## config.mk

```make
export PLATFORM = sky130hd
export DESIGN_NAME = spi_dac_quad_sched
export DESIGN_NICKNAME = d
export VERILOG_FILES = /design/src/rtl/spi_dac_quad_sched_pkg.sv /design/src/rtl/spi_dac_quad_sched_rr_arbiter4.sv /design/src/rtl/spi_dac_quad_sched.sv
export SDC_FILE = /design/constraint.sdc
export NUM_CORES = 1
export LEC_CHECK = 0
export ABC_AREA = 0
export CAP_MARGIN = 20
export CORE_ASPECT_RATIO = 0.8
export CORE_MARGIN = 10
export CORE_UTILIZATION = 55
export CTS_BUF_LIST = sky130_fd_sc_hd__clkbuf_2
export CTS_CLUSTER_DIAMETER = 60
export CTS_CLUSTER_SIZE = 14
export DETAILED_ROUTE_END_ITERATION = 7
export GPL_ROUTABILITY_DRIVEN = 0
export GPL_TIMING_DRIVEN = 0
export HOLD_SLACK_MARGIN = 0.03
export PLACE_DENSITY = 0.81
export SYNTH_ARGS = -nofsm -noshare
export SYNTH_HDL_FRONTEND = slang
export SYNTH_HIERARCHICAL = 1
export SYNTH_SLANG_ARGS = --single-unit
```

## constraint.sdc

```tcl
create_clock -name clk -period 2 [get_ports clk]
set_clock_uncertainty 0.1 [all_clocks]
set_input_delay 0.3 -clock clk [delete_from_list [all_inputs] [get_ports clk]]
set_output_delay 0.3 -clock clk [all_outputs]
set_load 0.05 [all_outputs]
```

## src/rtl/spi_dac_quad_sched_pkg.sv

```systemverilog
// Shared constants, FSM state type and frame layout for the quad LTC2624 SPI scheduler.
package dac_sched_pkg;

    localparam logic [3:0] WRITE_UPD  = 4'b0011;
    localparam logic [3:0] WRITE      = 4'b0000;
    localparam logic [3:0] UPD        = 4'b0001;
    localparam logic [3:0] ADDR_ALL   = 4'b1111;
    localparam int         FRAME_BITS = 24;
    localparam int         NUM_CH     = 4;
    localparam int         SAMPLE_W   = 12;

    typedef enum logic [2:0] {
        ST_IDLE  = 3'd0,
        ST_LOAD  = 3'd1,
        ST_SHIFT = 3'd2,
        ST_END   = 3'd3,
        ST_GAP   = 3'd4
    } sched_state_t;

    typedef struct packed {
        logic [3:0]          cmd;
        logic [3:0]          addr;
        logic [SAMPLE_W-1:0] data;
        logic [3:0]          pad;
    } dac_frame_t;

    function automatic dac_frame_t build_frame(input logic [3:0] cmd, input logic [3:0] addr,
                                               input logic [SAMPLE_W-1:0] data);
        dac_frame_t f;
        f.cmd  = cmd;
        f.addr = addr;
        f.data = data;
        f.pad  = 4'h0;
        return f;
    endfunction

endpackage

```

## src/rtl/spi_dac_quad_sched_rr_arbiter4.sv

```systemverilog
// Combinational 4-way round-robin grant: first pending channel after the last-served one.
module rr_arbiter4 (
    input  logic [3:0] pending,
    input  logic [1:0] last,
    output logic       grant_valid,
    output logic [1:0] grant_idx
);
    logic [1:0] cand;

    // Walk from farthest to nearest so the nearest pending channel wins.
    always_comb begin
        grant_valid = |pending;
        grant_idx   = last;
        cand        = last;
        for (int k = 4; k >= 1; k--) begin
            cand = last + 2'(k);
            if (pending[cand]) grant_idx = cand;
        end
    end
endmodule

```

## src/rtl/spi_dac_quad_sched.sv

```systemverilog
// Quad-channel LTC2624 write scheduler: per-channel hold registers, round-robin SPI frames.
// Optional DAC_SCHED_SIMUL_UPDATE_EN: write-only channel frames followed by one update-all frame.
module spi_dac_quad_sched
    import dac_sched_pkg::*;
#(
    parameter int GAP_CYCLES = 16
) (
    input  logic        clk,
    input  logic        reset,
    input  logic [47:0] ch_data,
    input  logic [3:0]  ch_valid,
    output logic [3:0]  ch_ready,
    output logic        spi_sck,
    output logic        spi_sdo,
    output logic        spi_dac_cs,
    output logic        frame_done,
    output logic [1:0]  frame_ch
);
`ifdef DAC_SCHED_SIMUL_UPDATE_EN
    localparam logic [3:0] CH_CMD = WRITE;
`else
    localparam logic [3:0] CH_CMD = WRITE_UPD;
`endif

    logic [NUM_CH-1:0]                pending;
    logic [NUM_CH-1:0][SAMPLE_W-1:0]  hold;
    sched_state_t                     state;
    logic [1:0]                       last, cur_ch;
    logic [FRAME_BITS-1:0]            shreg;
    logic [4:0]                       bit_cnt;
    logic                             phase;
    logic [11:0]                      gap_cnt;
    logic                             grant_valid;
    logic [1:0]                       grant_idx;
    logic                             is_upd;
    logic                             start_upd;
    dac_frame_t                       frame;

    assign ch_ready = ~pending;

    rr_arbiter4 u_arb (
        .pending     (pending),
        .last        (last),
        .grant_valid (grant_valid),
        .grant_idx   (grant_idx)
    );

`ifdef DAC_SCHED_SIMUL_UPDATE_EN
    logic upd_frame, dirty;
    assign is_upd    = upd_frame;
    assign start_upd = dirty;

    always_ff @(posedge clk) begin
        if (reset) begin
            upd_frame <= 1'b0;
            dirty     <= 1'b0;
        end else if (state == ST_IDLE) begin
            upd_frame <= !grant_valid && dirty;
        end else if (state == ST_LOAD) begin
            dirty <= !upd_frame;
        end
    end
`else
    assign is_upd    = 1'b0;
    assign start_upd = 1'b0;
`endif

    always_comb begin
        frame = build_frame(CH_CMD, {2'b00, cur_ch}, hold[cur_ch]);
        if (is_upd) frame = build_frame(UPD, ADDR_ALL, '0);
    end

    // Ready is low while pending, so accept and LOAD-clear never collide on one channel.
    always_ff @(posedge clk) begin
        if (reset) begin
            pending <= '0;
            hold    <= '0;
        end else begin
            for (int i = 0; i < NUM_CH; i++) begin
                if (ch_valid[i] && !pending[i]) begin
                    pending[i] <= 1'b1;
                    hold[i]    <= ch_data[SAMPLE_W*i +: SAMPLE_W];
                end else if (state == ST_LOAD && !is_upd && cur_ch == 2'(i)) begin
                    pending[i] <= 1'b0;
                end
            end
        end
    end

    // Outputs are registered on the edge entering a state, so they describe the current state.
    always_ff @(posedge clk) begin
        if (reset) begin
            state      <= ST_IDLE;
            last       <= 2'd3;
            cur_ch     <= 2'd0;
            shreg      <= '0;
            bit_cnt    <= '0;
            phase      <= 1'b0;
            gap_cnt    <= '0;
            spi_dac_cs <= 1'b1;
            spi_sck    <= 1'b0;
            spi_sdo    <= 1'b0;
            frame_done <= 1'b0;
            frame_ch   <= 2'd0;
        end else begin
            frame_done <= 1'b0;
            case (state)
                ST_IDLE: begin
                    if (grant_valid) begin
                        cur_ch     <= grant_idx;
                        spi_dac_cs <= 1'b0;
                        state      <= ST_LOAD;
                    end else if (start_upd) begin
                        cur_ch     <= 2'd3;
                        spi_dac_cs <= 1'b0;
                        state      <= ST_LOAD;
                    end
                end
                ST_LOAD: begin
                    shreg   <= frame;
                    spi_sdo <= frame[FRAME_BITS-1];
                    bit_cnt <= '0;
                    phase   <= 1'b0;
                    if (!is_upd) last <= cur_ch;
                    state   <= ST_SHIFT;
                end
                ST_SHIFT: begin
                    if (!phase) begin
                        phase   <= 1'b1;
                        spi_sck <= 1'b1;
                    end else begin
                        phase   <= 1'b0;
                        spi_sck <= 1'b0;
                        shreg   <= shreg << 1;
                        if (bit_cnt == 5'(FRAME_BITS - 1)) begin
                            spi_dac_cs <= 1'b1;
                            spi_sdo    <= 1'b0;
                            frame_done <= 1'b1;
                            frame_ch   <= cur_ch;
                            state      <= ST_END;
                        end else begin
                            bit_cnt <= bit_cnt + 5'd1;
                            spi_sdo <= shreg[FRAME_BITS-2];
                        end
                    end
                end
                // END counts as the first gap clock.
                ST_END: begin
                    if (GAP_CYCLES <= 1) begin
                        state <= ST_IDLE;
                    end else begin
                        gap_cnt <= 12'(GAP_CYCLES - 2);
                        state   <= ST_GAP;
                    end
                end
                ST_GAP: begin
                    if (gap_cnt == '0) state <= ST_IDLE;
                    else               gap_cnt <= gap_cnt - 12'd1;
                end
                default: state <= ST_IDLE;
            endcase
        end
    end
endmodule

```

==> results.env, run 1 <==
STATUS='finished clean'
TIMING.FMAX_MHz=514
DIE_AREA_UM2=12000
SYNTH_TOP_FAMILY_BY_AREA='simple AND/OR/NAND/NOR gates'
CTS_TREE='built'
CRITICAL_PATH.ENDPOINT_TYPE='output port'
VIA_COUNT=4023
PORT_BUFFERS=62
HOLD_PATH.CLASS='in -> reg'
DRC_ERRORS=0
SYNTH_FP_NETS=574
SYNTHARSTFLOPSHARE_PCT=0
VIA_COUNT_OF_THE_FIRST_GLOBAL_ROUTING_PASS=3964
CP_SLOWEST_STAGE_DELAY_NS=0.54
FINAL_LAYOUT_SIZE_SUFFIX_GT1_SHARE_PCT=12.5
POST_DRT_WL_PER_CELL_UM=17.0
SYN-CELL-AREA_UM2=4410
SYNTHDISTINCTLIBCELLS=54
CORE_UM2=7870
CHIPHEIGHT_UM=100
WIRELENGTH_UM=12000
AVGVIACOUNTPERCELL=5.70
SYNTH_SEQ_CELLS=102
CAP_VIOLATIONS=0
DP.FINAL_HPWL_UM=8870
PIN_COUNT_OF_THE_BIGGEST_NET_ENTERING_GLOBAL_ROUTING=20
AREA_SHARE_OF_THE_LARGEST_CELL_TYPE_AFTER_SYNTHESIS_PCT=46.4
CTS-ROOT-BUF='sky130_fd_sc_hd__clkbuf_2'
INITIAL_UTIL_PCT=56.0
SYN2LAYOUT_AREA_GROWTH_PCT=21.9
DIE_X_UM=120
TIMING.CRITICAL_PATH.FROM_TYPE='register'
WORST-PATH-MAX-FANOUT=2
SYNTH_MUX_AREA_SHARE_PCT=7.38
FINALHOLDVIOLATIONS=0
SYNTH_AREA_LEADERS='sky130_fd_sc_hd__dfxtp_1 46%, sky130_fd_sc_hd__nand2_1 11%, sky130_fd_sc_hd__a21oi_1 8.0%, sky130_fd_sc_hd__mux4_2 6.1%, sky130_fd_sc_hd__nor2_1 3.1%'
POWER_DENSITY_nW_PER_UM2=788
MAX_SLEW.WORST_PIN.SLEW_NS=0.627
HTREEDEPTH=3
SYNTH_COMPOUND_GATE_AREA_SHARE_PCT=16.5
HOLDWS_NS=0.0783
STATIC-LEAKAGE-POWER_nW=1.96
CP.REQUIRED_NS=1.60
CRITICAL_PATH_BUF_INV_COUNT=1
SYNTH_TOP_CELL_BY_AREA='sky130_fd_sc_hd__dfxtp_1'
POWER.TOTAL_mW=4.23
GRT_SETUP_UNREPAIRED='false'
FIRST_ITER_VIOLATIONS=306
SYNTHSIMPLEGATEAREAFRAC_PCT=24.1
PLACED_CELLS=687
MIN_PERIOD_OVER_PERIOD_PCT=97.3
GRT_USAGE_PCT=19.9
ANTENNA_FOUND_INITIAL=0
CLK_LATENCY_NS=0.61
GR-TOTAL-OVERFLOW=0
FLOORPLAN.ROWS=29
TIMING_WORST_SETUP_PATH_TYPE='reg -> out'
SYNTHMOSTINSTANTIATEDCELL='sky130_fd_sc_hd__nand2_1'
SYN_INST=517
WORST_SETUP_HOLD_PATH_CLK_SLEW_NS=0.31
SYNTH_XOR_XNOR_AREA_SHARE_PCT=0.795
CRITICAL_PATH.TOP_DELAY_FAMILY='buffers and inverters'
CRITPATHSLOWESTCELL='sky130_fd_sc_hd__dlygate4sd2_1'
CLKSINKCOUNT=102
DRT_PRE_ANTENNA_ITERS=5
WORST_SLACK_NS=0.0548
CTSLONGESTPATHBUFFERS=2
RELSLEWSLACK_PCT=58.2
ADDER_CELL_SHARE_OF_THE_SYNTHESIZED_AREA_PCT=0.852
SYNTH.AVG_CELL_AREA_UM2=8.52
IOPINCOUNT=64
MAX-VDD-IR-DROP_mV=0.354
SYNTHFLOPTYPE='sky130_fd_sc_hd__dfxtp_1'
NUM-NETS-FINAL=650
DRV_SLEW=0
TIMING.CRITICAL_PATH.ARRIVAL_NS=1.55
PLACEMENT_STAGE_WORST_SETUP_SLACK_NS=-0.0500
STDCELL_COUNT=706
SETUP_VIOL=0
CTS_INSERTED_BUFFERS=9
SYNTH_EDF_COUNT=0
ANTENNA_CELLS_INSERTED=0
NETLIST_TOP_CELLS_COUNT='133 x sky130_fd_sc_hd__nand2_1, 102 x sky130_fd_sc_hd__dfxtp_1, 70 x sky130_fd_sc_hd__a21oi_1'
TIMING.CRITICAL_PATH.CELLS='dlygate4sd2_1'
SYNTH_SEQ_AREA_SHARE_PCT=46.4
PERIOD_MINUS_SLACK_NS=1.95
GRT_PASS1_WL_UM=19500
DRT.ANTENNA.VIOLATING_NETS=0
YS_WARN_COUNT=6
tightest hold or removal path, stage by stage:
cell and delay, ns:
sky130_fd_sc_hd__clkdlybuf4s50_1 0.39, sky130_fd_sc_hd__nand2_1 0.06, sky130_fd_sc_hd__a21oi_1 0.05
layout make-up:
| class | instances | area (um2) |
|---|---|---|
| Clock inverter | 7 | 56.3 |
| Sequential cell | 102 | 2050 |
| Inverter | 10 | 37.5 |
| Fill cell | 698 | 2500 |
| Buffer | 33 | 138 |
| Timing Repair Buffer | 67 | 664 |
| Multi-Input combinational cell | 370 | 2250 |
| Tap cell | 108 | 135 |
| Clock buffer | 9 | 45.0 |
kinds of logic after synthesis:
| group | Yosys count |
|---|---|
| compound gates | 116 |
| xor+xnor | 4 |
| fa+ha+maj | 3 |
| buf+inv | 45 |
| flops | 102 |
| mux | 17 |
| simple gates | 230 |
per-layer routing:
layer  global-route usage [%]  part of all wire (%)  routed length [um]
met1                     25.2                    45                5350
met3                     7.57                   9.1                1090
met4                     4.07                  0.77                  92
met5                        0                     0                   0
met2                     31.8                    46                5470
metrics by stage:
stage	TNS, ns	utilization (%)	cell area [um2]
after global routing	0	68.2	5370
after detailed placement	-0.221	65.5	5160
final	0	68.2	5370
after CTS	-0.0967	67.2	5290
after floorplan	0	-	4410
after global placement	-0.00100	65.5	5160
sequential cells by signal, indices dropped and copies added, names as in the netlist, 3 cells and up:
name and flops:
state 3, pending 4, bit_cnt 5, gap_cnt 12, shreg 19, hold 48
report_power, final:
group | leakage (nW) | switching (mW) | internal [mW]
combinational | 1.06 | 0.574 | 0.438
sequential | 0.836 | 0.105 | 2.20
clock | 0.0585 | 0.738 | 0.180
total | 1.96 | 1.42 | 2.81
cell usage in the layout, fill, tap and decap left out, types with 5 or more instances in the layout:
cell type                         instances
sky130_fd_sc_hd__nand2_1                133
sky130_fd_sc_hd__dfxtp_1                 97
sky130_fd_sc_hd__a21oi_1                 67
sky130_fd_sc_hd__clkdlybuf4s50_1         52
sky130_fd_sc_hd__nor2_1                  36
sky130_fd_sc_hd__clkbuf_1                19
sky130_fd_sc_hd__clkbuf_2                15
sky130_fd_sc_hd__a311oi_1                14
sky130_fd_sc_hd__mux4_2                  12
sky130_fd_sc_hd__inv_1                   10
sky130_fd_sc_hd__buf_2                    6
sky130_fd_sc_hd__nor2b_1                  5
sky130_fd_sc_hd__o31ai_1                  5
sky130_fd_sc_hd__nor3_1                   5
sky130_fd_sc_hd__dfxtp_2                  5
worst paths after layout:
kind / endpoint / startpoint / slack, ns / depth (start not counted)
worst max-delay path: frame_ch[1] / frame_ch[1] / 0.05 / 1
worst max register to register: gap_cnt[10] / gap_cnt[2] / 0.06 / 4
worst min register to register: hold[46] / hold[46] / 0.38 / 2
worst min-delay path: hold[14] / ch_data[14] / 0.08 / 3
what timing repair did:
| action | CTS | global route |
|---|---|---|
| hold buffers | 0 | 0 |
| resized for setup | 24 | 22 |
| gates cloned | 0 | 0 |
| setup buffers | 2 | 3 |
| pin swaps | 0 | 1 |
| endpoints found under the setup margin | 32 | 36 |
Note: power is estimated with default switching activity, not from simulation.
==> run 2: changes to the inputs <==
--- a/config.mk
+++ b/config.mk
@@ -9,7 +9,7 @@
 export CAP_MARGIN = 20
 export CORE_ASPECT_RATIO = 0.8
 export CORE_MARGIN = 10
-export CORE_UTILIZATION = 55
+export CORE_UTILIZATION = 51
 export CTS_BUF_LIST = sky130_fd_sc_hd__clkbuf_2
 export CTS_CLUSTER_DIAMETER = 60
 export CTS_CLUSTER_SIZE = 14
@@ -17,7 +17,8 @@
 export GPL_ROUTABILITY_DRIVEN = 0
 export GPL_TIMING_DRIVEN = 0
 export HOLD_SLACK_MARGIN = 0.03
-export PLACE_DENSITY = 0.81
+export PLACE_DENSITY = 0.79
+export REMOVE_ABC_BUFFERS = 1
 export SYNTH_ARGS = -nofsm -noshare
 export SYNTH_HDL_FRONTEND = slang
 export SYNTH_HIERARCHICAL = 1
==> constraint.sdc (replaced) <==
create_clock -name clk -period 1.6 [get_ports clk]
set_clock_uncertainty 0.1 [all_clocks]
set_input_delay 0.24 -clock clk [delete_from_list [all_inputs] [get_ports clk]]
set_output_delay 0.24 -clock clk [all_outputs]
set_load 0.05 [all_outputs]
==> run 2 against run 1 <==
The flow now finishes with violations (setup timing). Clock power up 57%. Critical path depth up 4. Design area up 31%. Largest power group unchanged. Highest routed layer unchanged. Hold slack worse by 0.040 ns. Largest cell class unchanged.
==> results.env, run 2 (synthesized netlist as in run 1, its figures left out) <==
WORST-PATH-MAX-FANOUT=5  # was 2
LAYOUT_TOP_REGISTERS='hold (48), shreg (19), gap_cnt (12)'  # unchanged
PIN_COUNT_OF_THE_BIGGEST_NET_ENTERING_GLOBAL_ROUTING=92  # was 20
GRT_PASS1_WL_UM=23400  # was 19500 um
NUM-NETS-FINAL=729  # was 650
FINAL_CORE_UTIL_PCT=83.1  # was 68.2%
GLOBALROUTE.BUSIESTLAYER='met2'  # unchanged
FAILED_CHECKS='setup timing'
MOST-COMMON-LAYOUT-CELLS='121 x sky130_fd_sc_hd__nand2_1, 80 x sky130_fd_sc_hd__dfxtp_1, 61 x sky130_fd_sc_hd__a21oi_1'  # was 133 x sky130_fd_sc_hd__nand2_1, 97 x sky130_fd_sc_hd__dfxtp_1, 67 x sky130_fd_sc_hd__a21oi_1
PLACEMENT_STAGE_WORST_SETUP_SLACK_NS=-0.755  # was -0.0500 ns
PLACED_CELLS=658  # was 687
INITIAL_UTIL_PCT=52.2  # was 56.0%
SYN2LAYOUT_AREA_GROWTH_PCT=59.3  # was 21.9%
CRITICAL_PATH.ENDPOINT_TYPE='register'  # was output port
CTS-ROOT-BUF='sky130_fd_sc_hd__clkbuf_2'  # unchanged
HTREEDEPTH=3  # unchanged
GR-TOTAL-OVERFLOW=0  # unchanged
DP.FINAL_HPWL_UM=7250  # was 8870 um
SETUP_VIOL=50  # was 0
WORST_R2R_ENDPOINT='bit_cnt[0]'  # was gap_cnt[10]
CHIPHEIGHT_UM=103  # was 100 um
CLKSINKCOUNT=102  # unchanged
STDCELL_COUNT=790  # was 706
FINAL_DESIGN_AREA_NO_FILL_UM2=7020  # was 5370 um2
DRT.ANTENNA.VIOLATING_NETS=0  # unchanged
PERIOD_MINUS_SLACK_NS=1.95
POSTPLACECELLAREA_UM2=5050  # was 5160 um2
CORE_UM2=8450  # was 7870 um2
STATIC-LEAKAGE-POWER_nW=2.67  # was 1.96 nW
CTSLONGESTPATHBUFFERS=2  # unchanged
DRC_ERRORS=0  # unchanged
DIE_X_UM=124  # was 120 um
GRTUSAGEMET3_PCT=7.33  # was 7.57%
FINAL-SEQ-AREA_UM2=2100  # was 2050 um2
CRITPATHSLOWESTCELL='sky130_fd_sc_hd__dfxtp_4'  # was sky130_fd_sc_hd__dlygate4sd2_1
CTS_TREE='built'  # unchanged
MAX_SLEW.WORST_PIN.SLEW_NS=1.06  # was 0.627 ns
WORST_SLACK_NS=-0.347  # was 0.0548 ns
TIMING.CRITICAL_PATH.ARRIVAL_NS=2.39  # was 1.55 ns
R2R_SETUP_SLACK_NS=-0.35  # was 0.06 ns
FIRST_ITER_VIOLATIONS=423  # was 306
HOLD_PATH.CLASS='in -> reg'  # unchanged
FINAL_LAYOUT_SIZE_SUFFIX_GT1_SHARE_PCT=34.7  # was 12.5%
USE_MET1_PCT=25.1  # was 25.2%
LARGEST_REGISTER_BY_FLOP_COUNT='hold'  # unchanged
WIRELENGTH_UM=17100  # was 12000 um
VIA_COUNT_OF_THE_FIRST_GLOBAL_ROUTING_PASS=4578  # was 3964
GRT_USAGE_PCT=23.3  # was 19.9%
REG2REG_DEPTH=5  # was 4
MULTIINPUTGATEAREA_UM2=2760  # was 2250 um2
WORST_SETUP_HOLD_PATH_CLK_SLEW_NS=0.33  # was 0.31 ns
MAX-VDD-IR-DROP_mV=0.496  # was 0.354 mV
CP_SLOWEST_STAGE_DELAY_NS=0.44  # was 0.54 ns
TIMING.FMAX_MHz=514
VIA_COUNT=4808  # was 4023
CAP_VIOLATIONS=0  # unchanged
LARGEST_REGISTER_FF_COUNT=48  # unchanged
WORST-PATH-STAGES=5  # was 1
CRITICAL_PATH_BUF_INV_COUNT=2  # was 1
FLOORPLAN.ROWS=30  # was 29
POWER_DENSITY_nW_PER_UM2=939  # was 788 nW/um2
ENDPOINT='bit_cnt[0]'  # was frame_ch[1]
GRT_SETUP_UNREPAIRED='true'  # was false
IOPINCOUNT=64  # unchanged
ANTENNA_FOUND_INITIAL=0  # unchanged
MOST_COMMON_LIBRARY_CELL_IN_THE_LAYOUT_IGNORING_FILL_AND_TAPS='sky130_fd_sc_hd__nand2_1'  # unchanged
CLK_LATENCY_NS=0.65  # was 0.61 ns
FINALHOLDVIOLATIONS=0  # unchanged
CP_STARTPOINT='state[0]'  # was frame_ch[1]
MIN_PERIOD_OVER_PERIOD_PCT=122
TIMING.CRITICAL_PATH.CELLS='buf_6, or3b_4, buf_12, or4_4, a21oi_2'  # was dlygate4sd2_1
CRITICAL_PATH.TOP_DELAY_FAMILY='simple AND/OR/NAND/NOR gates'  # was buffers and inverters
TIMING.CRITICAL_PATH.FROM_TYPE='register'  # unchanged
CTS_INSERTED_BUFFERS=9  # unchanged
DIE_AREA_UM2=12800  # was 12000 um2
STATUS='complete, but fails checks'  # was finished clean
CRITICAL_PATH.REG2REG.STARTPOINT='state[0]'  # was gap_cnt[2]
CP.REQUIRED_NS=2.04  # was 1.60 ns
TIMING_WORST_SETUP_PATH_TYPE='reg -> reg'  # was reg -> out
AVGVIACOUNTPERCELL=6.09  # was 5.70
TIMING.SETUP.TNS_NS=-8.02  # was 0 ns
GRT.MET2_USAGE_PCT=42.0  # was 31.8%
POST_DRT_WL_PER_CELL_UM=21.7  # was 17.0 um
DRV_SLEW=0  # unchanged
DRT_PRE_ANTENNA_ITERS=5  # unchanged
PORT_BUFFERS=63  # was 62
RELSLEWSLACK_PCT=29.1  # was 58.2%
FILLER_CELL_COUNT_IN_THE_FINAL_LAYOUT=454  # was 698
[run 2: cell types whose count changed in the layout (fill, tap and decap cells not counted), moves of 7 or more]
cell                            previous run  this run
sky130_fd_sc_hd__buf_4                     4        43
sky130_fd_sc_hd__dlygate4sd3_1             0        39
sky130_fd_sc_hd__buf_6                     0        26
sky130_fd_sc_hd__clkbuf_1                 19         0
sky130_fd_sc_hd__dfxtp_1                  97        80
sky130_fd_sc_hd__nand2_1                 133       121
sky130_fd_sc_hd__dfxtp_4                   0        11
sky130_fd_sc_hd__a311oi_1                 14         5
sky130_fd_sc_hd__a311oi_2                  0         9
sky130_fd_sc_hd__buf_8                     0         9
sky130_fd_sc_hd__nand2_2                   0         8
sky130_fd_sc_hd__inv_1                    10         3
[run 2: worst min-delay path by stage]
stage,slack [ns],endpoint,cells past startpoint,start
after floorplan,0.21,bit_cnt[0],1,reset
after global placement,0.34,hold[36],2,hold[36]
after detailed placement,0.35,hold[2],2,hold[2]
after CTS,0.03,hold[46],3,ch_data[46]
after global routing,0.03,hold[5],3,ch_data[5]
final,0.04,hold[5],3,ch_data[5]
[run 2: report_power, final]
group          switching, mW  internal, mW
Sequential             0.250          2.76
Clock                   1.02         0.425
Combinational           1.03          1.11
[run 2: repair_timing]
action	4_1_cts	5_1_grt
hold endpoints to repair	33	6
cloned	4	1
hold buffers	33	6
endpoints found under the setup margin	110	59
setup buffers	52	22
resized for setup	174	97
pin swaps	43	42
[run 2: layer usage]
| metal | vias to the layer above | routed length [um] |
|---|---|---|
| met5 | - | 0 |
| met4 | 0 | 814 |
| met3 | 67 | 1360 |
| met2 | 273 | 8590 |
| met1 | 2342 | 6350 |
| li1 | 2126 | - |
[run 2: worst reg2reg max path, stage by stage (launching register included)]
cell and delay (ns):
sky130_fd_sc_hd__dfxtp_4 0.44, sky130_fd_sc_hd__buf_6 0.12, sky130_fd_sc_hd__or3b_4 0.42, sky130_fd_sc_hd__buf_12 0.17, sky130_fd_sc_hd__or4_4 0.45, sky130_fd_sc_hd__a21oi_2 0.19
[run 2: cell type report]
| class | instances | area share (%) |
|---|---|---|
| Antenna cell | 1 | 0.0357 |
| Clock buffer | 9 | 0.642 |
| Clock inverter | 7 | 1.39 |
| Inverter | 10 | 0.713 |
| Multi-Input combinational cell | 372 | 39.3 |
| Sequential cell | 102 | 29.9 |
| Tap cell | 112 | 2.00 |
| Timing Repair Buffer | 177 | 26.0 |
[run 2: metrics by stage]
step | power (mW) | hold slack, ns
after global routing | 6.79 | 0.0267
after floorplan | 3.63 | 0.209
after CTS | 6.05 | 0.0312
after detailed placement | 4.08 | 0.347
after global placement | 4.04 | 0.339
final | 6.59 | 0.0385
==> run 3: changes to the inputs <==
--- a/config.mk
+++ b/config.mk
@@ -9,7 +9,7 @@
 export CAP_MARGIN = 20
 export CORE_ASPECT_RATIO = 0.8
 export CORE_MARGIN = 10
-export CORE_UTILIZATION = 51
+export CORE_UTILIZATION = 55
 export CTS_BUF_LIST = sky130_fd_sc_hd__clkbuf_2
 export CTS_CLUSTER_DIAMETER = 60
 export CTS_CLUSTER_SIZE = 14
@@ -17,7 +17,7 @@
 export GPL_ROUTABILITY_DRIVEN = 0
 export GPL_TIMING_DRIVEN = 0
 export HOLD_SLACK_MARGIN = 0.03
-export PLACE_DENSITY = 0.79
+export PLACE_DENSITY = 0.81
 export REMOVE_ABC_BUFFERS = 1
 export SYNTH_ARGS = -nofsm -noshare
 export SYNTH_HDL_FRONTEND = slang
==> constraint.sdc (replaced) <==
create_clock -name clk -period 2.1 [get_ports clk]
set_clock_uncertainty 0.1 [all_clocks]
set_input_delay 0.315 -clock clk [delete_from_list [all_inputs] [get_ports clk]]
set_output_delay 0.315 -clock clk [all_outputs]
set_load 0.02 [all_outputs]
==> run 3 against run 2 <==
Clock power down 41%. Critical path type unchanged. Critical path depth up 1. Critical endpoint is now gap_cnt[9]. The flow now finishes without violations. Power down 41%.
==> results.env, run 3 (synthesized netlist as in run 1, its figures left out) <==
STATUS='finished clean'  # was complete, but fails checks
TIMING.FMAX_MHz=501  # was 514 MHz
POWER_DENSITY_nW_PER_UM2=753  # was 939 nW/um2
POWER.TOTAL_mW=3.92  # was 6.59 mW
POST_DRT_WL_PER_CELL_UM=16.0  # was 21.7 um
CRITICAL_PATH.ENDPOINT_TYPE='register'  # unchanged
CRITICAL_PATH.REG2REG.STARTPOINT='gap_cnt[0]'  # was state[0]
WIRELENGTH_UM=10700  # was 17100 um
FINAL_LAYOUT_SIZE_SUFFIX_GT1_SHARE_PCT=10.1  # was 34.7%
HOLDPATHSTAGES=3  # unchanged
ANTENNA_CELLS_INSERTED=0  # was 1
MAX_SLEW.WORST_PIN.SLEW_NS=1.12  # was 1.06 ns
TIMING.CRITICAL_PATH.ARRIVAL_NS=2.41  # was 2.39 ns
VIA_COUNT=3840  # was 4808
RELSLEWSLACK_PCT=25.3  # was 29.1%
GRT_PASS1_WL_UM=17400  # was 23400 um
CTSLONGESTPATHBUFFERS=2  # unchanged
MOST_COMMON_LIBRARY_CELL_IN_THE_LAYOUT_IGNORING_FILL_AND_TAPS='sky130_fd_sc_hd__nand2_1'  # unchanged
REG2REG_DEPTH=6  # was 5
DRT.ANTENNA.VIOLATING_NETS=0  # unchanged
DIE_X_UM=120  # was 124 um
WORST_SETUP_HOLD_PATH_CLK_SLEW_NS=0.29  # was 0.33 ns
FINALHOLDVIOLATIONS=0  # unchanged
DP.FINAL_HPWL_UM=7340  # was 7250 um
DRC_ERRORS=0  # unchanged
ANTENNA_FOUND_INITIAL=0  # unchanged
TIMING_WORST_SETUP_PATH_TYPE='reg -> reg'  # unchanged
CLKSINKCOUNT=102  # unchanged
CP_SLOWEST_STAGE_DELAY_NS=0.48  # was 0.44 ns
SETUP_VIOL=0  # was 50
IOPINCOUNT=64  # unchanged
LARGEST_REGISTER_FF_COUNT=48  # unchanged
FINAL_DESIGN_AREA_NO_FILL_UM2=5200  # was 7020 um2
LARGEST_REGISTER_BY_FLOP_COUNT='hold'  # unchanged
PORT_BUFFERS=63  # unchanged
DRT_PRE_ANTENNA_ITERS=5  # unchanged
WORST_R2R_ENDPOINT='gap_cnt[9]'  # was bit_cnt[0]
CP_STARTPOINT='gap_cnt[0]'  # was state[0]
SYN2LAYOUT_AREA_GROWTH_PCT=18.1  # was 59.3%
HOLDWS_NS=0.124  # was 0.0385 ns
CTS_INSERTED_BUFFERS=9  # unchanged
FINAL-SEQ-AREA_UM2=2050  # was 2100 um2
TIMING.SETUP.TNS_NS=0  # was -8.02 ns
CAP_VIOLATIONS=0  # unchanged
HOLD_PATH.CLASS='in -> reg'  # unchanged
WORST-PATH-MAX-FANOUT=9  # was 5
HTREEDEPTH=3  # unchanged
PIN_COUNT_OF_THE_BIGGEST_NET_ENTERING_GLOBAL_ROUTING=92  # unchanged
MOST-COMMON-LAYOUT-CELLS='133 x sky130_fd_sc_hd__nand2_1, 93 x sky130_fd_sc_hd__dfxtp_1, 68 x sky130_fd_sc_hd__a21oi_1'  # was 121 x sky130_fd_sc_hd__nand2_1, 80 x sky130_fd_sc_hd__dfxtp_1, 61 x sky130_fd_sc_hd__a21oi_1
LAYOUT_TOP_REGISTERS='hold (48), shreg (19), gap_cnt (12)'  # unchanged
CP.REQUIRED_NS=2.51  # was 2.04 ns
CTS_TREE='built'  # unchanged
FILLER_CELL_COUNT_IN_THE_FINAL_LAYOUT=682  # was 454
VIA_COUNT_OF_THE_FIRST_GLOBAL_ROUTING_PASS=3744  # was 4578
FINAL_CORE_UTIL_PCT=66.1  # was 83.1%
POSTPLACECELLAREA_UM2=5050  # about the same
CORE_UM2=7870  # was 8450 um2
CRITPATHSLOWESTCELL='sky130_fd_sc_hd__or4_1'  # was sky130_fd_sc_hd__dfxtp_4
CTS-ROOT-BUF='sky130_fd_sc_hd__clkbuf_2'  # unchanged
MIN_PERIOD_OVER_PERIOD_PCT=95.0  # was 122%
GRT_SETUP_UNREPAIRED='false'  # was true
FLOORPLAN.ROWS=29  # was 30
ENDPOINT='gap_cnt[9]'  # was bit_cnt[0]
GRT_USAGE_PCT=17.4  # was 23.3%
INITIAL_UTIL_PCT=56.0  # was 52.2%
R2R_SETUP_SLACK_NS=0.10  # was -0.35 ns
NUM-NETS-FINAL=615  # was 729
TIMING.CRITICAL_PATH.CELLS='inv_1, ha_1, nor2b_2, a211o_4, or4_1, a21oi_1'  # was buf_6, or3b_4, buf_12, or4_4, a21oi_2
DRV_SLEW=0  # unchanged
TIMING.CRITICAL_PATH.FROM_TYPE='register'  # unchanged
AVGVIACOUNTPERCELL=5.72  # was 6.09
DIE_AREA_UM2=12000  # was 12800 um2
CLK_LATENCY_NS=0.58  # was 0.65 ns
FIRST_ITER_VIOLATIONS=326  # was 423
MULTIINPUTGATEAREA_UM2=2220  # was 2760 um2
STATIC-LEAKAGE-POWER_nW=1.85  # was 2.67 nW
CHIPHEIGHT_UM=100  # was 103 um
GR-TOTAL-OVERFLOW=0  # unchanged
MAX-VDD-IR-DROP_mV=0.381  # was 0.496 mV
PERIOD_MINUS_SLACK_NS=2.00  # was 1.95 ns
-- run 3: changes by cell type in the layout (fill, tap and decap cells not counted), moves of 7 or more --
| cell | before | now |
|---|---|---|
| sky130_fd_sc_hd__a21oi_1 | 61 | 68 |
| sky130_fd_sc_hd__buf_4 | 43 | 1 |
| sky130_fd_sc_hd__buf_6 | 26 | 0 |
| sky130_fd_sc_hd__buf_8 | 9 | 1 |
| sky130_fd_sc_hd__dlygate4sd3_1 | 39 | 0 |
| sky130_fd_sc_hd__inv_1 | 3 | 10 |
| sky130_fd_sc_hd__dfxtp_4 | 11 | 0 |
| sky130_fd_sc_hd__a311oi_1 | 5 | 14 |
| sky130_fd_sc_hd__nand2_2 | 8 | 0 |
| sky130_fd_sc_hd__dfxtp_1 | 80 | 93 |
| sky130_fd_sc_hd__a311oi_2 | 9 | 0 |
| sky130_fd_sc_hd__nand2_1 | 121 | 133 |
-- run 3: cell type report --
class	count	area share [%]
Multi-Input combinational cell	370	42.6
Sequential cell	102	39.5
Timing Repair Buffer	65	12.7
Tap cell	108	2.60
Clock inverter	7	1.03
Clock buffer	9	0.866
Inverter	10	0.722
-- run 3: where the power goes --
group          internal (mW)  switching [mW]  total [mW]
registers               2.09           0.184        2.28
logic                  0.389           0.398       0.787
clock network          0.174           0.678       0.853
-- run 3: stage by stage --
step	setup slack, ns	std cells
final	0.104	671
after global routing	0.000751	671
after CTS	0.00237	670
after detailed placement	-0.250	654
after global placement	-1.87	653
after floorplan	-0.410	482
-- run 3: worst min-delay path by stage --
| stage | from | to | slack (ns) |
|---|---|---|---|
| floorplan | reset | bit_cnt[0] | 0.28 |
| global placement | hold[10] | hold[10] | 0.34 |
| detailed placement | hold[33] | hold[33] | 0.35 |
| CTS | ch_data[42] | hold[42] | 0.10 |
| global route | ch_data[18] | hold[18] | 0.1 |
| finish | ch_data[42] | hold[42] | 0.12 |
-- run 3: layer usage --
layer	track usage, %	wire [um]	vias up	part of all wire [%]
met4	5.74	230	0	2.1
li1	-	-	1891	-
met3	5.16	674	26	6.3
met2	28.6	5020	127	47
met5	0	0	-	0
met1	21.5	4810	1796	45
-- run 3: what timing repair did --
action	CTS	global route
buffers inserted	0	1
pin swaps	0	2
endpoints found under the setup margin	28	15
hold buffers	0	0
endpoints found under the hold margin	0	0
gates resized for setup	11	9
-- run 3: critical path, delay by kind of cell, from the launching register on --
family / cells / cell delay, ns
buffers and inverters: 1 / 0.08
and+or+nand+nor: 2 / 0.66
AOI/OAI and AO/OA: 2 / 0.51
DFF: 1 / 0.42
adders and majority gates: 1 / 0.19
